**src/rtl/betting_round_ctrl.sv**
```systemverilog
// rtl/betting_round_ctrl.sv - one betting round: per-seat actions, bet pulses, pot accumulation and payout
// Optional feature macro: BETTING_MIN_RAISE_EN (raise increment promoted to the previous raise size)
module betting_round_ctrl #(
  parameter int NUM_PLAYERS = 4,
  parameter int MAX_STACK_W = 10,
  parameter int POT_W       = 13,
  localparam int IDX_W      = (NUM_PLAYERS > 1) ? $clog2(NUM_PLAYERS) : 1
) (
  input  logic                           clk,
  input  logic                           reset_n,
  input  logic                           start_round,
  input  logic [IDX_W-1:0]               first_idx,
  input  logic [NUM_PLAYERS*MAX_STACK_W-1:0] player_stack,
  input  logic                           act_valid,
  output logic                           act_ready,
  input  logic [1:0]                     act_kind,
  input  logic [MAX_STACK_W-1:0]         act_raise,
  input  logic                           award_valid,
  input  logic [IDX_W-1:0]               award_idx,
  output logic [IDX_W-1:0]               cur_player,
  output logic [MAX_STACK_W-1:0]         bet_amount,
  output logic [NUM_PLAYERS-1:0]         make_bet,
  output logic [NUM_PLAYERS-1:0]         add_profit,
  output logic [NUM_PLAYERS-1:0]         folded,
  output logic [MAX_STACK_W-1:0]         to_call,
  output logic [POT_W-1:0]               pot,
  output logic                           busy,
  output logic                           round_done
);

  typedef enum logic [2:0] {
    S_IDLE, S_WAIT_ACT, S_ISSUE, S_NEXT, S_AWARD_WAIT, S_PAY, S_DONE
  } state_t;

  state_t                   state, state_nxt;
  logic [IDX_W-1:0]         cur, winner, nxt_seat, lone;
  logic [POT_W-1:0]         pot_q;
  logic [MAX_STACK_W-1:0]   contrib [NUM_PLAYERS];
  logic [MAX_STACK_W-1:0]   stack_arr [NUM_PLAYERS];
  logic [MAX_STACK_W-1:0]   high_bet, amount_q, amount_w, to_call_w, raise_inc, new_contrib, room, pay_w;
  logic [MAX_STACK_W:0]     want;
  logic [POT_W:0]           pot_sum;
  logic [NUM_PLAYERS-1:0]   folded_q, acted, eligible, cur_onehot;
  logic [IDX_W:0]           n_unfolded;
  logic                     fold_q, is_fold, is_raise, unsettled, award_ok;
`ifdef BETTING_MIN_RAISE_EN
  logic [MAX_STACK_W-1:0]   last_raise;
`endif

  always_comb begin
    for (int i = 0; i < NUM_PLAYERS; i++) stack_arr[i] = player_stack[i*MAX_STACK_W +: MAX_STACK_W];
  end

  assign cur_onehot  = {{(NUM_PLAYERS-1){1'b0}}, 1'b1} << cur;
  assign to_call_w   = high_bet - contrib[cur];
  assign new_contrib = contrib[cur] + amount_q;
  assign pot_sum     = {1'b0, pot_q} + {{(POT_W+1-MAX_STACK_W){1'b0}}, amount_q};
  assign nxt_seat    = (cur == IDX_W'(NUM_PLAYERS-1)) ? '0 : cur + 1'b1;
  assign award_ok    = award_valid && ({1'b0, award_idx} < (IDX_W+1)'(NUM_PLAYERS)) && !folded_q[award_idx];
  assign room        = {MAX_STACK_W{1'b1}} - stack_arr[winner];
  assign pay_w       = (pot_q > {{(POT_W-MAX_STACK_W){1'b0}}, room}) ? room : pot_q[MAX_STACK_W-1:0];

  // Chip amount for the offered action; every form is clamped to the acting seat's stack.
  always_comb begin
    is_fold   = (act_kind == 2'b00) || (act_kind == 2'b11);
    is_raise  = (act_kind == 2'b10) && (act_raise != '0);
    raise_inc = act_raise;
`ifdef BETTING_MIN_RAISE_EN
    if (is_raise && (act_raise < last_raise)) raise_inc = last_raise;
`endif
    want = {1'b0, to_call_w} + (is_raise ? {1'b0, raise_inc} : '0);
    if (is_fold) amount_w = '0;
    else if (want > {1'b0, stack_arr[cur]}) amount_w = stack_arr[cur];
    else amount_w = want[MAX_STACK_W-1:0];
  end

  // Round-end view: seats still in, seats still able to bet, and whether any of those owe action.
  always_comb begin
    n_unfolded = '0;
    lone       = '0;
    unsettled  = 1'b0;
    eligible   = '0;
    for (int i = 0; i < NUM_PLAYERS; i++) begin
      eligible[i] = !folded_q[i] && (stack_arr[i] != '0);
      if (!folded_q[i]) begin
        n_unfolded = n_unfolded + (IDX_W+1)'(1);
        lone       = IDX_W'(i);
      end
      if (eligible[i] && (!acted[i] || (contrib[i] != high_bet))) unsettled = 1'b1;
    end
  end

  always_ff @(posedge clk or negedge reset_n) begin
    if (!reset_n) state <= S_IDLE;
    else          state <= state_nxt;
  end

  always_comb begin
    state_nxt  = state;
    act_ready  = 1'b0;
    make_bet   = '0;
    add_profit = '0;
    bet_amount = '0;
    round_done = 1'b0;
    case (state)
      S_IDLE:       if (start_round) state_nxt = S_WAIT_ACT;
      S_WAIT_ACT: begin
        act_ready = 1'b1;
        if (act_valid) state_nxt = S_ISSUE;
      end
      S_ISSUE: begin
        if (amount_q != '0) begin
          make_bet   = cur_onehot;
          bet_amount = amount_q;
        end
        state_nxt = S_NEXT;
      end
      S_NEXT: begin
        if (n_unfolded == (IDX_W+1)'(1)) state_nxt = S_PAY;
        else if (!unsettled)             state_nxt = S_AWARD_WAIT;
        else if (eligible[nxt_seat])     state_nxt = S_WAIT_ACT;
      end
      S_AWARD_WAIT: if (award_ok) state_nxt = S_PAY;
      S_PAY: begin
        add_profit = {{(NUM_PLAYERS-1){1'b0}}, 1'b1} << winner;
        bet_amount = pay_w;
        state_nxt  = S_DONE;
      end
      S_DONE: begin
        round_done = 1'b1;
        state_nxt  = S_IDLE;
      end
      default:      state_nxt = S_IDLE;
    endcase
  end

  always_ff @(posedge clk or negedge reset_n) begin
    if (!reset_n) begin
      cur      <= '0;
      winner   <= '0;
      pot_q    <= '0;
      high_bet <= '0;
      amount_q <= '0;
      fold_q   <= 1'b0;
      folded_q <= '0;
      acted    <= '0;
      for (int i = 0; i < NUM_PLAYERS; i++) contrib[i] <= '0;
`ifdef BETTING_MIN_RAISE_EN
      last_raise <= '0;
`endif
    end else begin
      case (state)
        S_IDLE: if (start_round) begin
          cur      <= first_idx;
          high_bet <= '0;
          folded_q <= '0;
          acted    <= '0;
          for (int i = 0; i < NUM_PLAYERS; i++) contrib[i] <= '0;
`ifdef BETTING_MIN_RAISE_EN
          last_raise <= '0;
`endif
        end
        S_WAIT_ACT: if (act_valid) begin
          amount_q <= amount_w;
          fold_q   <= is_fold;
        end
        S_ISSUE: begin
          contrib[cur] <= new_contrib;
          pot_q        <= pot_sum[POT_W] ? {POT_W{1'b1}} : pot_sum[POT_W-1:0];
          if (fold_q) folded_q[cur] <= 1'b1;
          // A new high bet reopens action for everyone but the raiser.
          if (new_contrib > high_bet) begin
            high_bet <= new_contrib;
            acted    <= cur_onehot;
`ifdef BETTING_MIN_RAISE_EN
            last_raise <= new_contrib - high_bet;
`endif
          end else begin
            acted <= acted | cur_onehot;
          end
        end
        S_NEXT: begin
          if (n_unfolded == (IDX_W+1)'(1)) winner <= lone;
          else if (unsettled)              cur    <= nxt_seat;
        end
        S_AWARD_WAIT: if (award_ok) winner <= award_idx;
        S_PAY:        pot_q <= pot_q - {{(POT_W-MAX_STACK_W){1'b0}}, pay_w};
        default: ;
      endcase
    end
  end

  assign cur_player = cur;
  assign folded     = folded_q;
  assign to_call    = to_call_w;
  assign pot        = pot_q;
  assign busy       = (state != S_IDLE);

endmodule

```
**config.mk**
```make
export PLATFORM = sky130hd
export DESIGN_NAME = betting_round_ctrl
export DESIGN_NICKNAME = d
export VERILOG_FILES = /design/src/rtl/betting_round_ctrl.sv
export SDC_FILE = /design/constraint.sdc
export NUM_CORES = 1
export LEC_CHECK = 0
export BUFFER_PORTS_ARGS = -buffer_cell sky130_fd_sc_hd__buf_2
export CAP_MARGIN = 20
export CORE_MARGIN = 5
export CORE_UTILIZATION = 49
export DETAILED_ROUTE_END_ITERATION = 10
export GPL_ROUTABILITY_DRIVEN = 0
export PLACE_DENSITY = 0.78
export SYNTH_ARGS = -nofsm -noshare
export SYNTH_HDL_FRONTEND = slang
export SYNTH_SLANG_ARGS = --single-unit
```
**constraint.sdc**
```tcl
create_clock -name clk -period 5.85 [get_ports clk]
set_input_delay 1.17 -clock clk [delete_from_list [all_inputs] [get_ports clk]]
set_output_delay 1.17 -clock clk [all_outputs]
set_load 0.01 [all_outputs]
```
After elaboration in Yosys (flattened, before gate mapping):

Index checks and enable logic that the tools add are counted.

* add/subtract/negate cells: 10
* multipliers: 0
* divide/modulo/power cells: 0
* $lt $le $gt $ge: 10
* equality and inequality tests: 23
* shift operators: 2
* mux-type cells: 67
* bitwise operators: 4
* reduce and logical (&&, ||, !) cells: 46

Operators by type and width (number)
* $mux W10: 14
* $pmux W40 S2: 1
* $bmux W10 S2: 3
* $reduce_bool A10 Y1: 6
* $bwmux W40: 1
* $mux W40: 1
* $ne A10 B10 Y1: 4
* $pmux W10 S2: 2
* $mux W3: 9
* $pmux W13 S2: 1
* $mux W4: 6
* $demux W10 S2: 1
* $pmux W3 S6: 1
* $mux W2: 8
* $ne A2 B2 Y1 const B: 8
* $pmux W4 S2: 2
* $add A13 B10 Y14: 1
* $gt A13 B10 Y1: 1
* $mux W13: 1
* $sub A13 B10 Y13: 1
* $logic_and A1 B1 Y1: 12
* $add A10 B10 Y11: 1
* $gt A11 B10 Y1: 1
* $mux W1: 11
* other kinds (30): 65

* flip-flop bits (word level): 89
* bits in latches: 0
* RAM bits: 0
* memory bits (read-only): 0
* bits of input ports: 61
* output and inout port bits: 50
* memories: 0

Depth between registers and ports, before layout:

Gate-level depths: netlist of the first run.

* word-level depth: 10
* mapped depth: 26
* mapped depth without buffers: 22

Worst setup path after synthesis of the first run:

No wires, ideal clock.

* path type: reg2reg
* start: register cur[0] (netlist: cur_player[0])
* end: register amount_q[0]
* arrival: 5.693 ns
* required time: 5.724 ns
* path slack: 0.031 ns
* stages on the path, launching flop included: 26
* buffers on the path: 4
* period minus slack after synthesis: 5.819 ns
* path through: dfrtp_1 -> buf_2 -> buf_2 -> buf_2 -> mux4_2 -> inv_1 -> ha_1 -> nor2b_1 -> o21ai_0 -> a21boi_0 -> o21ai_0 -> nand2b_1 -> xor2_1 -> ha_1 -> o21a_1 -> a2111oi_4 -> nor2_1 -> xor2_1 -> ha_1 -> nand3_1 -> o21bai_1 -> a311oi_1 -> nor4_4 -> and2_1 -> buf_2 -> a221o_1

* cells in the longest elaborated chain, start to end: 9
* elaborated cells between the ends (all ways): 12
* classes of those cells: add/sub (2); order compare (1); mux (8); bitwise (1)

Ends and longest elaborated chain
* from (decl): RTL line 36 `logic [IDX_W-1:0] cur, winner, nxt_seat, lone;`
* from (signal assigned): RTL line 154 `cur <= first_idx;`
* from (signal assigned): RTL line 184 `else if (unsettled) cur <= nxt_seat;`
* $not A2 Y3 (not written as such): RTL line 55 `assign to_call_w = high_bet - contrib[cur];`
* $bmux W10 S2: RTL line 55
* $mux W10 (not written as such) (2 in series): RTL line 55
* $sub A10 B10 Y10: RTL line 55
* via to_call[5]: RTL line 25 `output logic [MAX_STACK_W-1:0] to_call,`
* $add A10 B10 Y11: RTL line 71 `want = {1'b0, to_call_w} + (is_raise ? {1'b0, raise_inc} : '0);`
* $gt A11 B10 Y1: RTL line 73 `else if (want > {1'b0, stack_arr[cur]}) amount_w = stack_arr[cur];`
* $mux W10: RTL line 73
* $mux W10: RTL line 72 `if (is_fold) amount_w = '0;`
* to (signal assigned): RTL line 164 `amount_q <= amount_w;`
* to (decl): RTL line 40 `logic [MAX_STACK_W-1:0] high_bet, amount_q, amount_w, to_call_w, raise_inc, new_contrib, room, pay_w;`

The timed path passes the listed nets, and every way through them passes these cells. The select of a mux whose other input is x is not followed.
A chain may end at the register's enable or synchronous reset.

Worst setup path in the final report of the first run:

* start: register cur[0] (netlist: cur_player[0])
* end: register amount_q[0]

* cells in the longest elaborated chain, start to end: 9
* elaborated cells between the ends (all ways): 12
* classes of those cells: add/sub (2); order compare (1); mux (8); bitwise (1)

Ends and longest elaborated chain (RTL line)
* $not A2 Y3 (not written as such) (*): 55, 73
* $bmux W10 S2: 55
* $mux W10 (not written as such) (2 in series): 55
* $sub A10 B10 Y10: 55
* $add A10 B10 Y11: 71
* $gt A11 B10 Y1: 73
* $mux W10 (*): 73
* $mux W10 (*): 72

Mark *: on every way between the ends. The rest lies on a longest branch, timed or not. The select of a mux whose other input is x is not followed.

==> results of run 1 <==
[per-stage QoR]
| step | setup slack [ns] | utilization |
|---|---|---|
| floorplan | 0.0311 | - |
| global placement | 0.248 | 0.543 |
| detailed placement | 0.106 | 0.543 |
| CTS | 0.325 | 0.560 |
| global route | 0.0680 | 0.561 |
| finish | 0.442 | 0.561 |
[power by group]
group | switching (mW) | internal [mW] | leakage [nW]
Clock | 0.268 | 0.335 | 0.137
Combinational | 0.0764 | 0.0543 | 3.26
Sequential | 0.000377 | 0.615 | 1.19
Total | 0.345 | 1.00 | 4.59
[routing by layer]
layer | vias to the layer above | wire length, um | GRT usage
li1 | 3720 | - | -
met1 | 3988 | 12000 | 0.379
met2 | 438 | 12400 | 0.422
met3 | 50 | 2540 | 0.0626
met4 | 0 | 586 | 0.0699
met5 | - | 0 | 0
[worst paths after layout]
| path | slack (ns) | from | end |
|---|---|---|---|
| max | 0.44 | cur_player[0]$_DFFE_PN0P_ | amount_q[0]$_DFFE_PN0P_ |
| min | 0.48 | acted[0]$_DFFE_PN0P_ | acted[0]$_DFFE_PN0P_ |
| max reg2reg | 0.44 | cur_player[0]$_DFFE_PN0P_ | amount_q[0]$_DFFE_PN0P_ |
| min reg2reg | 0.48 | acted[0]$_DFFE_PN0P_ | acted[0]$_DFFE_PN0P_ |
| max in group asynchronous | 4.01 | reset_n | contrib[20]$_DFFE_PN0P_ |
| min in group asynchronous | 0.83 | reset_n | winner[1]$_DFFE_PN0P_ |
[cells in the final DEF (no fill, tap or decap), drive strengths merged, types with 9 or more instances in the layout]
cell	count
mux2	17
a31oi	12
nor2b	14
o31ai	16
ha	87
xor2	16
xnor2	63
mux2i	12
o211ai	9
and3	18
mux4	23
nand2	74
a21oi	60
buf	125
inv	69
nor2	50
nor3	28
nand3	24
a21o	13
clkbuf	11
and2	21
nor4	14
a22o	38
dfrtp	89
or2	10
o21ai	42
nand4	18
[cell families (layout without fill, tap and decap cells)]
| family | after synthesis | count (layout) | share of synthesized area |
|---|---|---|---|
| buffers and inverters | 119 | 209 | 0.0564 |
| multiplexers | 52 | 52 | 0.0952 |
| AO/OA/AOI/OAI | 246 | 246 | 0.203 |
| flip-flops | 89 | 89 | 0.256 |
| XOR/XNOR | 79 | 79 | 0.0812 |
| adder cells (fa/ha/maj) | 92 | 92 | 0.136 |
| AND/OR/NAND/NOR | 290 | 290 | 0.172 |
[area by class of cell]
cell class,instances,area share
clock buffers,11,0.0239
multi-input cells,759,0.616
clock inverters,5,0.00642
inverters,68,0.0262
well taps,225,0.0289
flip-flops and latches,89,0.229
repair buffers,125,0.0700
[flip-flops by register name, summed over array words and instances, names as in the netlist]
register and cells:
high_bet 10, acted 4, winner 2, folded 4, state 3, pot 13
fold_q 1, amount_q 10, contrib 40, cur_player 2
[critical path, stage by stage, from the launching register on]
cell and delay, ns:
dfrtp_1 0.43, buf_4 0.19, mux4_2 0.39, ha_1 0.18
inv_1 0.06, fa_1 0.40, nand2_1 0.09, nand2_1 0.06
a21oi_1 0.21, o21ai_1 0.14, xor2_1 0.17, ha_1 0.29
nor3_1 0.24, o2111ai_1 0.20, a31o_2 0.27, a21oi_1 0.17
xnor2_1 0.13, ha_1 0.32, nand3_1 0.11, o21bai_1 0.19
a311oi_2 0.35, nor4_4 0.09, and2_1 0.29, a221o_1 0.33
[synthesized netlist by cell type, types with 6 or more instances]
master / number / area, um^2
and2_1: 21 / 131
a31oi_1: 12 / 75.1
o22ai_1: 8 / 50.1
a22o_1: 38 / 333
nor4_1: 13 / 81.3
or2_1: 9 / 56.3
dfrtp_1: 89 / 2230
o21ai_0: 39 / 195
nor2b_1: 14 / 87.6
nor2_1: 50 / 188
ha_1: 87 / 1090
o211ai_1: 8 / 60.1
nand3_1: 24 / 120
inv_1: 67 / 251
mux2_2: 17 / 191
nand2_1: 74 / 278
o31ai_2: 10 / 125
a211oi_1: 6 / 45.0
buf_2: 21 / 105
o31ai_1: 6 / 45.0
xor2_1: 16 / 140
nor3_1: 27 / 135
a21oi_1: 57 / 285
a21o_1: 13 / 97.6
mux4_2: 23 / 518
nand4_1: 18 / 113
clkbuf_1: 23 / 86.3
xnor2_1: 61 / 534
and3_1: 16 / 100
mux2i_1: 12 / 120
[what timing repair did]
item | CTS | global route
gates resized for setup | 0 | 5
hold buffers | 0 | 0
endpoints found under the setup margin | 0 | 10
hold endpoints to repair | 0 | 0
==> run metrics, run 1 <==
Synth async-reset ratio 1.00; Final Cell Area 9740 um^2; Num CTS Buffers 9; Slew Limit Fails 0; VDD IR-drop max 0.174 mV; unrepaired setup endpoints after global routing false; WP data required 6.09 ns; clock latency on the worst-skew pair 0.36 ns; layout cells sized above 1 0.200; multi-input logic area 6000 um^2; top_reg_cell synth dfrtp_1; sequential fraction of the synthesis area 0.256; initial antenna violation count 0; Chip Width 143 um; max-cap violations 0; Worst Tran Pin Value 1.01 ns; Placeable Area 17400 um^2; power consumption 1.35 mW; EDFF count, synth 0; Remaining Overflow, GRT 0; H-tree levels 3; run status finished clean; TritonCTS clock tree built; mean post-synth cell area 9.01 um^2; worst rel slew slack 0.324; Die Span Y 143 um; Pre-Repair DR Iteration Count 5; vias 8196; antenna viol nets, final 0; crit end category flop; clock sinks 89; Cells after DPL 1265; clock-pin transition on the worst setup and hold timing paths 0.07 ns; endpoints failing setup 0; Clock Root Buffer clkbuf_16; WL final 27500 um; Ys Warns 0; I/O Buffers 110; HP Class reg2reg; fin crit share 0.924; sequential cell area 2230 um^2; Layout fillers 1553; Final Hold Fails 0; Synth Instances 967; Cell Area, Placed 9430 um^2; critical path arrival 5.65 ns; Row Count 48; setup_tns 0 ns; Starting DRT DRC Count 821; Final Skew 0.00699 ns; DRC viols 0; vias per cell 6.39; first-pass GRT wire length 43200 um; I/O Pins 111; hold depth 1; Power Density 138 nW/um^2; fin crit period 5.41 ns; CP Class reg2reg; clock tree buffer depth 2; Peak Freq 185 MHz; largest fanout on the critical path 8; antenna cells 0; Final HPWL DP 21300 um; Layout Nets 1205; Cell Area, Synth 8710 um^2; Post-CTS Setup Inserts 0; post-synthesis cell type count 74; die area 20500 um^2; fin cells 1282; leak pwr 4.59 nW; vias in the first global route 7941; synthesized flop and latch total 89; Initial Utilization 0.502; largest net degree at the start of global routing 50; Worst Reg-to-Reg Cells 23; Fin Hold WS 0.482 ns; CP Launch Type flop; Wirelength per Cell 21.4 um; Syn-to-layout area delta 11.9%; syn_nets 1120; GRT Overall Usage 0.269
Power figures use the tool's default switching activity.
==> run 2: changes to the inputs <==
CTS_BUF_LIST = sky130_fd_sc_hd__clkbuf_16   (was unset)
==> run 2 against run 1 <==
  * Utilization unchanged
  * Non-clock buffer count unchanged
  * First-iteration DRC count unchanged
  * Final cell count unchanged
  * Sequential share of layout area unchanged
  * Clock skew up 0.0020 ns
  * Critical path type unchanged
  * Critical endpoint unchanged
  * Largest power group unchanged
==> run metrics, run 2 (same netlist as run 1, synthesis figures left out) <==
Row Count 48; Worst Reg-to-Reg Cells 23; I/O Buffers 110; I/O Pins 111; GRT Overall Usage 0.269; WP data required 6.10 ns; max-cap violations 0; CP bufs+invs 2; antenna cells 0; R2R Setup Slk 0.44 ns; clock sinks 89; Initial Utilization 0.502; clock latency on the worst-skew pair 0.36 ns; run status finished clean; crit-path max cell delay 0.43 ns; commonest non-fill, non-tap cell in the layout buf_2; vias 8203; TritonCTS clock tree built; vias in the first global route 7941; initial antenna violation count 0; antenna viol nets, final 0; clock-pin transition on the worst setup and hold timing paths 0.07 ns; unrepaired setup endpoints after global routing false; Clock Root Buffer clkbuf_16; worst-case hold path end point acted[0]$_DFFE_PN0P_; Util after Layout 0.561; Most common cell on crit path ha_1; setup_tns 0 ns; Starting DRT DRC Count 821; worst rel slew slack 0.299; Pre-Repair DR Iteration Count 6; WL final 27500 um; Worst Tran Pin Value 1.05 ns; critical path arrival 5.66 ns; Critical R2R Launch cur_player[0]$_DFFE_PN0P_; Placeable Area 17400 um^2; Remaining Overflow, GRT 0; DRC viols 0; first-pass GRT wire length 43200 um; Slew Limit Fails 0; layout cells sized above 1 0.200; fin crit share 0.925; largest fanout on the critical path 8; leak pwr 4.60 nW; Chip Width 143 um; Setup crit start cur_player[0]$_DFFE_PN0P_; fin cells 1282; Cells after DPL 1265; H-tree levels 3; Final Skew 0.00896 ns; max FFs per register 40; crit end category flop; hold depth 1; HP Class reg2reg; Post-CTS Setup Inserts 0; vias per cell 6.40; Peak Freq 185 MHz; critical path's slowest cell dfrtp_1; largest net degree at the start of global routing 50; Die Span Y 143 um; CP Class reg2reg; CP Launch Type flop; die area 20500 um^2; Wirelength per Cell 21.4 um; Hold Path Origin acted[0]$_DFFE_PN0P_; Num CTS Buffers 9; Largest Register contrib; clock tree buffer depth 2; Layout Nets 1205; fin crit period 5.41 ns; Final HPWL DP 21300 um; CP delay by family, top compound AO/OA/AOI/OAI gates; Final Hold Fails 0; Reg-to-Reg End amount_q[0]$_DFFE_PN0P_; Syn-to-layout area delta 11.9%; Power Density 138 nW/um^2; most frequent cells in the layout buf_2 (109), dfrtp_1 (89), ha_1 (87), nand2_1 (74), inv_1 (69); VDD IR-drop max 0.177 mV; critical-path cell list buf_4 > mux4_2 > ha_1 > inv_1 > fa_1 > nand2_1 > nand2_1 > a21oi_1 > o21ai_1 > xor2_1 > ha_1 > nor3_1 > o2111ai_1 > a31o_2 > a21oi_1 > xnor2_1 > ha_1 > nand3_1 > o21bai_1 > a311oi_2 > nor4_4 > and2_1 > a221o_1; endpoints failing setup 0
-- run 2: changes by cell type in the layout (fill, tap and decap cells not counted), sizes merged --
cell / change
clkbuf: -2
inv: +2
-- run 2: per-layer routing --
| layer | vias to the layer above | track usage | part of all wire |
|---|---|---|---|
| met5 | - | 0 | 0 |
| met4 | 0 | 0.0699 | 0.022 |
| met3 | 46 | 0.0626 | 0.096 |
| met2 | 432 | 0.422 | 0.45 |
| met1 | 4004 | 0.379 | 0.43 |
| li1 | 3721 | - | - |
-- run 2: final cells by class --
cell class / instances / area, um^2
inverters: 68 / 255
multi-input cells: 759 / 6000
flip-flops and latches: 89 / 2230
clock buffers: 9 / 225
clock inverters: 7 / 70.1
repair buffers: 125 / 682
fillers: 1553 / 7610
well taps: 225 / 282
-- run 2: where the power goes --
part	total, mW	internal, mW	switching [mW]
Combinational	0.131	0.0543	0.0766
Sequential	0.616	0.615	0.000377
Clock	0.602	0.331	0.271
Total	1.35	1.00	0.348
-- run 2: worst max-delay path by stage --
stage	cells past startpoint	endpoint	slack (ns)
after floorplan	25	amount_q[0]$_DFFE_PN0P_	0.03
after global placement	19	pot[12]$_DFFE_PN0P_	0.25
after detailed placement	19	pot[12]$_DFFE_PN0P_	0.11
after CTS	21	amount_q[0]$_DFFE_PN0P_	0.32
after global routing	23	amount_q[0]$_DFFE_PN0P_	0.07
final	23	amount_q[0]$_DFFE_PN0P_	0.44
-- run 2: repair_timing --
| action | 4_1_cts | 5_1_grt |
|---|---|---|
| resized for setup | 0 | 5 |
| setup endpoints to repair | 0 | 10 |
| hold buffers | 0 | 0 |
| endpoints found under the hold margin | 0 | 0 |
-- run 2: through the flow --
step	power (mW)	hold WS, ns	setup WS, ns	area (um^2)
2_1_floorplan	0.693	0.449	0.0311	8710
3_3_place_gp	0.752	0.459	0.248	9430
3_5_place_dp	0.754	0.466	0.106	9430
4_1_cts	1.34	0.481	0.325	9720
5_1_grt	1.38	0.507	0.0680	9740
6_report	1.35	0.482	0.439	9740
==> run 3: changes to the inputs <==
RECOVER_POWER = 25   (was unset)
==> run 3 against run 2 <==
  * The run now ends with max-capacitance violations, max-slew violations left
  * Via count is 0.17% lower
  * Register-to-register slack got worse by 0.02 ns
  * Maximum frequency fell by 0.30%
  * Critical path depth is the same
  * Total power shrank 0.64%
  * Die area unchanged
  * Final cell count unchanged
  * Cell area is 0.10% lower
  * Clock-buffer cell count is the same
  * First-iteration DRC count is 1.5% higher
  * Worst setup slack lost 0.016 ns
  * Clock power decreased by 1%
  * Critical endpoint unchanged
==> run metrics, run 3 (same netlist as run 1, synthesis figures left out) <==
critical path arrival 5.67 ns; HP Class reg2reg; clock share of power 0.444; Int Power 1.00 mW; Switching Share 0.254; Wirelength per Cell 21.4 um; final worst slack 0.423 ns; Die Span Y 143 um; Remaining Overflow, GRT 0; power consumption 1.34 mW; leak pwr 4.59 nW; Seq pwr share 0.460; initial antenna violation count 0; WP data required 6.09 ns; Final Cell Area 9730 um^2; run status finished, violations left; Cells after DPL 1265; Initial Utilization 0.502; Placeable Area 17400 um^2; Final Hold Fails 0; DRC viols 0; crit end category flop; critical path's slowest cell dfrtp_1; clock-pin transition on the worst setup and hold timing paths 0.06 ns; Pre-Repair DR Iteration Count 5; Syn-to-layout area delta 11.7%; max-cap violations 2; crit-path max cell delay 0.43 ns; Layout Nets 1205; I/O Pins 111; vias in the first global route 7941; critical-path cell list buf_4 > mux4_2 > ha_1 > inv_1 > fa_1 > nand2_1 > nand2_1 > a21oi_1 > o21ai_1 > xor2_1 > ha_1 > nor3_1 > o2111ai_1 > a31o_2 > a21oi_1 > xnor2_1 > ha_1 > nand3_1 > o21bai_1 > a311oi_2 > nor4_4 > and2_1 > a221o_1; Place WS 0.106 ns; endpoints failing setup 0; Largest Register contrib; clock sinks 89; setup_tns 0 ns; clock latency on the worst-skew pair 0.36 ns; TritonCTS clock tree built; Final Skew 0.00704 ns; CP bufs+invs 2; vias 8189; CTS resizes 0; vias per cell 6.39; CP delay by family, top compound AO/OA/AOI/OAI gates; CTS Hold Bufs 0; Net Sw Power 0.340 mW; Power Density 138 nW/um^2; Worst Reg-to-Reg Cells 23; VDD IR-drop max 0.171 mV; Clock Root Buffer clkbuf_16; GRT Overall Usage 0.269; CP Launch Type flop; Slew Limit Fails 82; unrepaired setup endpoints after global routing false; worst rel slew slack -0.837; Most common cell on crit path ha_1; Util after Layout 0.561; WL final 27400 um; antenna viol nets, final 0; layout cells sized above 1 0.198; Chip Width 143 um; Final HPWL DP 21300 um; largest net degree at the start of global routing 50; CP Class reg2reg; Num CTS Buffers 9; first-pass GRT wire length 43200 um; Layout fillers 1556; fin crit share 0.928; Peak Freq 184 MHz; fin cells 1282; I/O Buffers 110; max FFs per register 40; clock tree buffer depth 2; largest fanout on the critical path 8; Fin Hold WS 0.482 ns; failing checks max-capacitance violations, max-slew violations; most frequent cells in the layout buf_2 (109), dfrtp_1 (89), ha_1 (87), nand2_1 (74), inv_1 (69); Starting DRT DRC Count 833; die area 20500 um^2; combinational share of power 0.097; Post-CTS Setup Inserts 0; commonest non-fill, non-tap cell in the layout buf_2; Cell Area, Placed 9430 um^2; antenna cells 0; Row Count 48; hold depth 1; H-tree levels 3; fin crit period 5.43 ns; CP Depth 23; Worst Tran Pin Value 2.76 ns
==> run 3: cell types whose count changed in the layout (fill, tap and decap cells not counted), sizes merged <==
cell / delta
clkbuf: +3
buf: -3
==> run 3: worst paths after layout <==
kind / to / slack, ns / startpoint
worst min register to register: acted[0]$_DFFE_PN0P_ / 0.48 / acted[0]$_DFFE_PN0P_
worst min-delay path: acted[0]$_DFFE_PN0P_ / 0.48 / acted[0]$_DFFE_PN0P_
worst max register to register: amount_q[0]$_DFFE_PN0P_ / 0.42 / cur_player[0]$_DFFE_PN0P_
worst max-delay path: amount_q[0]$_DFFE_PN0P_ / 0.42 / cur_player[0]$_DFFE_PN0P_
min in group asynchronous: winner[1]$_DFFE_PN0P_ / 1.68 / reset_n
max in group asynchronous: pot[11]$_DFFE_PN0P_ / 1.94 / reset_n
==> run 3: layout make-up <==
cell class,instances,area [um^2],share of cell area
clock buffers,9,225,0.0231
clock inverters,7,70.1,0.00720
inverters,68,255,0.0262
multi-input cells,759,6000,0.617
flip-flops and latches,89,2230,0.229
well taps,225,282,0.0289
repair buffers,125,672,0.0690
==> run 3: metal layers <==
| layer | global-route usage | part of all wire | vias to the layer above |
|---|---|---|---|
| li1 | - | - | 3720 |
| met1 | 0.379 | 0.43 | 3997 |
| met2 | 0.422 | 0.45 | 419 |
| met3 | 0.0626 | 0.099 | 53 |
| met4 | 0.0699 | 0.023 | 0 |
| met5 | 0 | 0 | - |
==> run 3: power by group through the flow <==
stage | clock network (mW) | registers [mW] | logic, mW
floorplan | 0 | 0.628 | 0.0657
global placement | 0 | 0.627 | 0.125
detailed placement | 0 | 0.627 | 0.127
CTS | 0.598 | 0.616 | 0.128
global route | 0.622 | 0.615 | 0.143
finish | 0.594 | 0.616 | 0.130
==> run 3: worst register-to-register path: cells and delay by family, from the launching register on <==
kind | cells | cell delay (ns)
adder cells (fa/ha/maj) | 4 | 1.20
multiplexers | 1 | 0.40
XOR/XNOR | 2 | 0.30
flip-flops | 1 | 0.43
AO/OA/AOI/OAI | 8 | 1.86
AND/OR/NAND/NOR | 6 | 0.88
buffers and inverters | 2 | 0.26
